--- src/rtl/vram_arbiter.sv ---
// vram_arbiter: video/CPU arbiter for a single-port 64Kx8 SRAM; optional CPU fairness via VRAM_ARB_FAIRNESS_EN
module vram_arbiter #(
  parameter int unsigned MAX_WAIT = 4
) (
  input  logic        clk,
  input  logic        rst_n,
  input  logic        vid_req,
  input  logic [15:0] vid_addr,
  output logic        vid_ack,
  output logic        vid_rvalid,
  output logic [7:0]  vid_rdata,
  input  logic        cpu_req,
  input  logic        cpu_we,
  input  logic [15:0] cpu_addr,
  input  logic [7:0]  cpu_wdata,
  output logic        cpu_ack,
  output logic        cpu_rvalid,
  output logic [7:0]  cpu_rdata,
  output logic [15:0] sram_addr,
  output logic [7:0]  sram_wdata,
  output logic        sram_we,
  input  logic [7:0]  sram_rdata
);
  typedef enum logic [1:0] {RD_NONE, RD_VID, RD_CPU} rd_owner_t;
  rd_owner_t   rd_owner_q, rd_owner_d;
  logic [15:0] addr_q, addr_d;
  logic        force_cpu, vid_win, cpu_win;
`ifdef VRAM_ARB_FAIRNESS_EN
  localparam logic [3:0] MW = 4'(MAX_WAIT);
  logic [3:0] wait_cnt_q, wait_cnt_d;
  // count cycles a pending CPU request loses, saturating at MAX_WAIT
  always_comb begin
    wait_cnt_d = (!cpu_req || cpu_ack) ? 4'd0 : (wait_cnt_q == MW) ? MW : wait_cnt_q + 4'd1;
  end
  // wait counter register
  always_ff @(posedge clk or negedge rst_n) begin
    if (!rst_n) wait_cnt_q <= 4'd0;
    else        wait_cnt_q <= wait_cnt_d;
  end
  assign force_cpu = (wait_cnt_q == MW);
`else
  logic unused_max_wait;
  assign unused_max_wait = (MAX_WAIT == 0);
  assign force_cpu = 1'b0;
`endif
  // pick one winner per cycle and steer the SRAM; nothing is granted while in reset
  always_comb begin
    vid_win    = rst_n && vid_req && !(force_cpu && cpu_req);
    cpu_win    = rst_n && cpu_req && !vid_win;
    vid_ack    = vid_win;
    cpu_ack    = cpu_win;
    sram_addr  = vid_win ? vid_addr : cpu_win ? cpu_addr : addr_q;
    sram_we    = cpu_win && cpu_we;
    sram_wdata = cpu_win ? cpu_wdata : 8'h00;
    addr_d     = sram_addr;
    rd_owner_d = vid_win ? RD_VID : (cpu_win && !cpu_we) ? RD_CPU : RD_NONE;
  end
  // read owner and held address registers
  always_ff @(posedge clk or negedge rst_n) begin
    if (!rst_n) begin
      rd_owner_q <= RD_NONE;
      addr_q     <= 16'h0000;
    end else begin
      rd_owner_q <= rd_owner_d;
      addr_q     <= addr_d;
    end
  end
  assign vid_rvalid = (rd_owner_q == RD_VID);
  assign cpu_rvalid = (rd_owner_q == RD_CPU);
  assign vid_rdata  = sram_rdata;
  assign cpu_rdata  = sram_rdata;
endmodule

--- config.mk ---
export PLATFORM = sky130hd
export DESIGN_NAME = vram_arbiter
export DESIGN_NICKNAME = d
export VERILOG_FILES = /design/src/rtl/vram_arbiter.sv
export SDC_FILE = /design/constraint.sdc
export NUM_CORES = 1
export LEC_CHECK = 0
export ABC_AREA = 0
export CAP_MARGIN = 25
export CORE_ASPECT_RATIO = 0.7
export CORE_MARGIN = 2
export CORE_UTILIZATION = 25
export CTS_CLUSTER_DIAMETER = 50
export DETAILED_ROUTE_END_ITERATION = 12
export DONT_BUFFER_PORTS = 1
export GPL_ROUTABILITY_DRIVEN = 0
export GPL_TIMING_DRIVEN = 0
export PLACE_DENSITY_LB_ADDON = 0.2
export SLEW_MARGIN = 20
export SYNTH_ARGS = -nofsm -noshare
export SYNTH_HDL_FRONTEND = slang
export SYNTH_SLANG_ARGS = --single-unit
export TNS_END_PERCENT = 10
--- constraint.sdc ---
create_clock -name clk -period 0.8 [get_ports clk]
set_input_delay 0.04 -clock clk [delete_from_list [all_inputs] [get_ports clk]]
set_output_delay 0.04 -clock clk [all_outputs]
set_load 0.03 [all_outputs]
**After elaboration in Yosys (flattened, before gate mapping)**

Index checks and enable logic that the tools add are counted.

- Input port bits: 53
- Register bits: 18
- Logic and storage cells: 16

- Reductions and logical operators: 7
- Equal/unequal tests: 2
- Muxes and demuxes: 5

Operators by type and width:

| cell | number |
|---|---|
| $mux W16 | 2 |
| $mux W8 | 1 |
| $logic_and A1 B1 Y1 | 5 |
| $mux W2 | 2 |
| $eq A2 B1 Y1 const B | 1 |
| $eq A2 B2 Y1 const B | 1 |
| $logic_not A1 Y1 | 2 |

**Logic depth before layout (Yosys ltp)**

- Depth in word-level cells: 6
- Mapped depth: 4
- Mapped depth without buffers: 2

**Least setup slack after synthesis**

Ideal clock, no wire load.

- Path kind: in2reg
- From: input rst_n
- To: register addr_q[10]
- Data arrival time: 0.727 ns
- Path buffers: 2
- Cell stages on the path: 4
- Data required time: 0.624 ns
- Path slack: -0.103 ns
- Setup time: 0.176 ns
- Cells stage by stage: buf_6 o21a_4 buf_8 o211a_1

- Cells in the longest elaborated chain, start to end: 5
- Elaborated cells on any way between the ends: 6
- Classes of those cells: mux: 2; reduce/logical: 4

Ends and longest elaborated chain:

| item | line | text |
|---|---|---|
| start, declared | 6 | `input logic rst_n,` |
| $logic_and A1 B1 Y1 | 48 | `vid_win = rst_n && vid_req && !(force_cpu && cpu_req);` |
| $logic_not A1 Y1 | 49 | `cpu_win = rst_n && cpu_req && !vid_win;` |
| $logic_and A1 B1 Y1 | 49 |  |
| $mux W16 | 52 | `sram_addr = vid_win ? vid_addr : cpu_win ? cpu_addr : addr_q;` |
| $mux W16 * | 52 |  |
| net sram_addr[10] | 19 | `output logic [15:0] sram_addr,` |
| end signal, assigned | 65 | `addr_q <= addr_d;` |
| end, declared | 26 | `logic [15:0] addr_q, addr_d;` |

The timed path passes the listed nets; every way through them passes the cells marked *.

**Worst setup path after layout**

- From: register rd_owner_q[1]
- To: output cpu_rvalid

- Cells in the longest elaborated chain, start to end: 1

Ends and longest elaborated chain:

| item | line | text |
|---|---|---|
| start, declared | 25 | `rd_owner_t rd_owner_q, rd_owner_d;` |
| start signal, assigned | 64 | `rd_owner_q <= rd_owner_d;` |
| $eq A2 B2 Y1 | 69 | `assign cpu_rvalid = (rd_owner_q == RD_CPU);` |
| end, declared | 17 | `output logic cpu_rvalid,` |

No other way between the ends.

==> metrics.md <==
| Metric | Value |
|---|---|
| Post-Syn Area | about 1200 um^2 |
| Total wire length | approximately 3.5 mm |
| Setup violators final | 18 |
| First-pass GRT wire length | 5.04 mm |
| CP Capture Type | output port |
| TritonCTS buffer count | 3 |
| Synthesized Nets | roughly 160 |
| Critical path buffer and inverter count | 0 |
| Met1 Usage GRT | approximately 15% |
| Final Cell Area | around 1500 um^2 |
| GRT met3 Usage | approximately 4.0% |
| Die Ht | 61.9 um |
| Synth area leaders | dfrtp_1 38%, nand4bb_1 15%, o211a_1 13%, buf_4 11%, nand3b_1 10% |
| Clock-pin slew on the worst setup and hold paths | 0.08 ns |
| Min Tclk post-route | about 0.97 ns |
| Antenna violations before repair | 0 |
| Vias after detailed routing | 890 |
| Primary FF master, synth | dfrtp_1 |
| Layer with the highest usage | met2 |
| Clock sink count | 18 |
| DP HPWL | roughly 2.5 mm |
| Crit path largest cell delay | 0.40 ns |
| Synth warn | 0 |
| Leak | approximately 0.54 nW |
| M2 GR Usage | ~22% |
| CP Max Fanout | 2 |
| Slew @ Worst Pin | around 0.47 ns |
| Vias in the first global route | 941 |
| Hold_buf cts | 1 |
| Inserted Diodes | 0 |
| Fmax achieved | between 1 and 1.5 GHz |
| Area post-placement | approximately 1300 um^2 |
| CP Launch Type | flip-flop |
| Avg Cell Area, Syn | between 10 and 15 um^2 |
| Async S/R FF share, synth | between 90% and 100% |
| RSZ-0062 raised after global routing | yes |
| Cell Rows | 21 |
| Final cell count without fillers | about 170 |
| Buffers on Ports | 0 |
| Chip width | roughly 87 um |
| Mapped Cells | about 110 |
| Max transition margin | between 60% and 70% |
| CP required | ~0.76 ns |
| Via/cell ratio | 5.30 |
| CTS tree | yes |
| Top-count cell post-synth | dfrtp_1 |
| Final core occ | 31.6% |
| H-Tree Depth | 1 |
| CP top delay family | flip-flops |
| CTS Buffer Depth | 2 |
| Total grt overflow | 0 |
| Tightest Hold Check Type | primary input to asynchronous set/reset pin |
| Critical-path cell list | nor2b_4 |
| WL per Instance | approximately 21 um |
| Status | complete, but fails checks |
| Post-Place Cells | 163 |
| Antenna viol nets, final | 0 |
| Worst Slack Setup Final | -0.166 ns |
| Fin. max-slew vios | 0 |
| Pwr dens | approximately 1900 nW/um^2 |
| Layout Skew | 0 ns |
| Worst skew pair latency | about 0.26 ns |
| Failing checks | hold timing, setup timing |
| Top cell type's share of synthesized area | around 38% |
| Synth Register Bits | 18 |
| Num ports | a little under 100 |
| Nets | 165 |
| Post-synth top area cell | dfrtp_1 |
| GR Util All Layers | roughly an eighth |
| Synthesis-to-layout area growth | 24.1% |
| Final Hold Fails | 18 |
| WS Path Type | flip-flop to output port |
| Max cap viols | 0 |
| Final hold slack | -0.534 ns |
| Post-CTS setup buffer count | 0 |
| Library cells used by synthesis | 13 |
| Root Buffer | clkbuf_8 |
| # DRC | 0 |
| EDFF count, synth | 0 |
| Core box area | 4700 um^2 |
| Drt first pass iters | 4 |
| Die area | ~5400 um^2 |
| Synth cell count leaders | 18 x dfrtp_1, 17 x buf_4, 16 x nand3b_1, 16 x nand4bb_1, 16 x o211a_1 |
| CP arrival | slightly above 0.9 ns |
| Crit share post-route | 121% |
| Proportion of layout cells with a drive suffix above 1 | 50.5% |
| Largest net degree at the start of global routing | 27 |
| Fill count | 456 |
| Starting Density | between 20 and 30% |
| Sequential fraction of the synthesis area | ~38% |
| Slowest cell on crit path | dfrtp_1 |
| 1st-iter DRT viols | 25 |
| VDD IR max | about 840 uV |
-- state kept, by name, indices dropped and copies added (netlist names) --
register / flops
addr_q: 16
rd_owner_q: 2
-- where the power goes --
| group | internal (mW) | switching (mW) |
|---|---|---|
| clock | 0.438 | 0.336 |
| combinational | 0.364 | 0.564 |
| sequential | 1.02 | 0.0546 |
| total | 1.82 | 0.955 |
-- per-layer routing --
layer | wire (um) | vias to the layer above
met1 | 1450 | 451
met3 | 255 | 2
li1 | - | 387
met4 | 19 | 0
met2 | 1800 | 50
met5 | 0 | -
-- cells in the final DEF (no fill, tap or decap), drive strengths merged --
master,n
o211a,16
o21a,1
dlygate4sd3,1
clkbuf,5
nand4bb,16
and3b,1
nand3b,16
and2,10
buf,24
dfrtp,18
nor2b,3
-- worst paths after layout --
path,from,to,slack [ns],cells past startpoint
worst min register to register,addr_q[6]$_DFF_PN0_,addr_q[6]$_DFF_PN0_,0.61,1
worst max-delay path,rd_owner_q[1]$_DFF_PN0_,cpu_rvalid,-0.17,1
worst max register to register,addr_q[0]$_DFF_PN0_,addr_q[0]$_DFF_PN0_,0.01,1
min in group clk,vid_req,rd_owner_q[1]$_DFF_PN0_,0.11,2
max in group asynchronous,rst_n,addr_q[1]$_DFF_PN0_,1.24,0
worst min-delay path,rst_n,addr_q[8]$_DFF_PN0_,-0.53,0
-- stage by stage --
step	hold WS [ns]	setup TNS, ns	power, mW	setup slack [ns]
2_1_floorplan	-0.256	-0.802	1.87	-0.0406
3_3_place_gp	-0.255	-3.51	1.95	-0.173
3_5_place_dp	-0.255	-4.02	1.96	-0.196
4_1_cts	-0.544	-2.95	2.82	-0.181
5_1_grt	-0.551	-3.32	2.90	-0.207
6_report	-0.534	-2.74	2.78	-0.166
-- logic make-up (layout without fill, tap and decap cells) --
logic type	after synthesis	count (layout)	synth area share [%]
AO/OA/AOI/OAI	17	17	14.6
flip-flops	18	18	37.6
AND/OR/NAND/NOR	46	46	32.6
buffers and inverters	25	30	15.2
-- what timing repair did --
item,in CTS,in global routing
setup endpoints to repair,40,23
gates resized for setup,20,3
hold endpoints to repair,19,18
pin swaps,16,0
-- final cells by class --
cell class                 instances  area [um^2]  area share (%)
tap                               57         71.3            4.80
clock buffer                       4         55.1            3.70
buffer                            25          184            12.4
timing repair buffer               1         10.0           0.673
sequential                        18          450            30.3
multi-input combinational         63          716            48.1
Power figures use the tool's default switching activity.
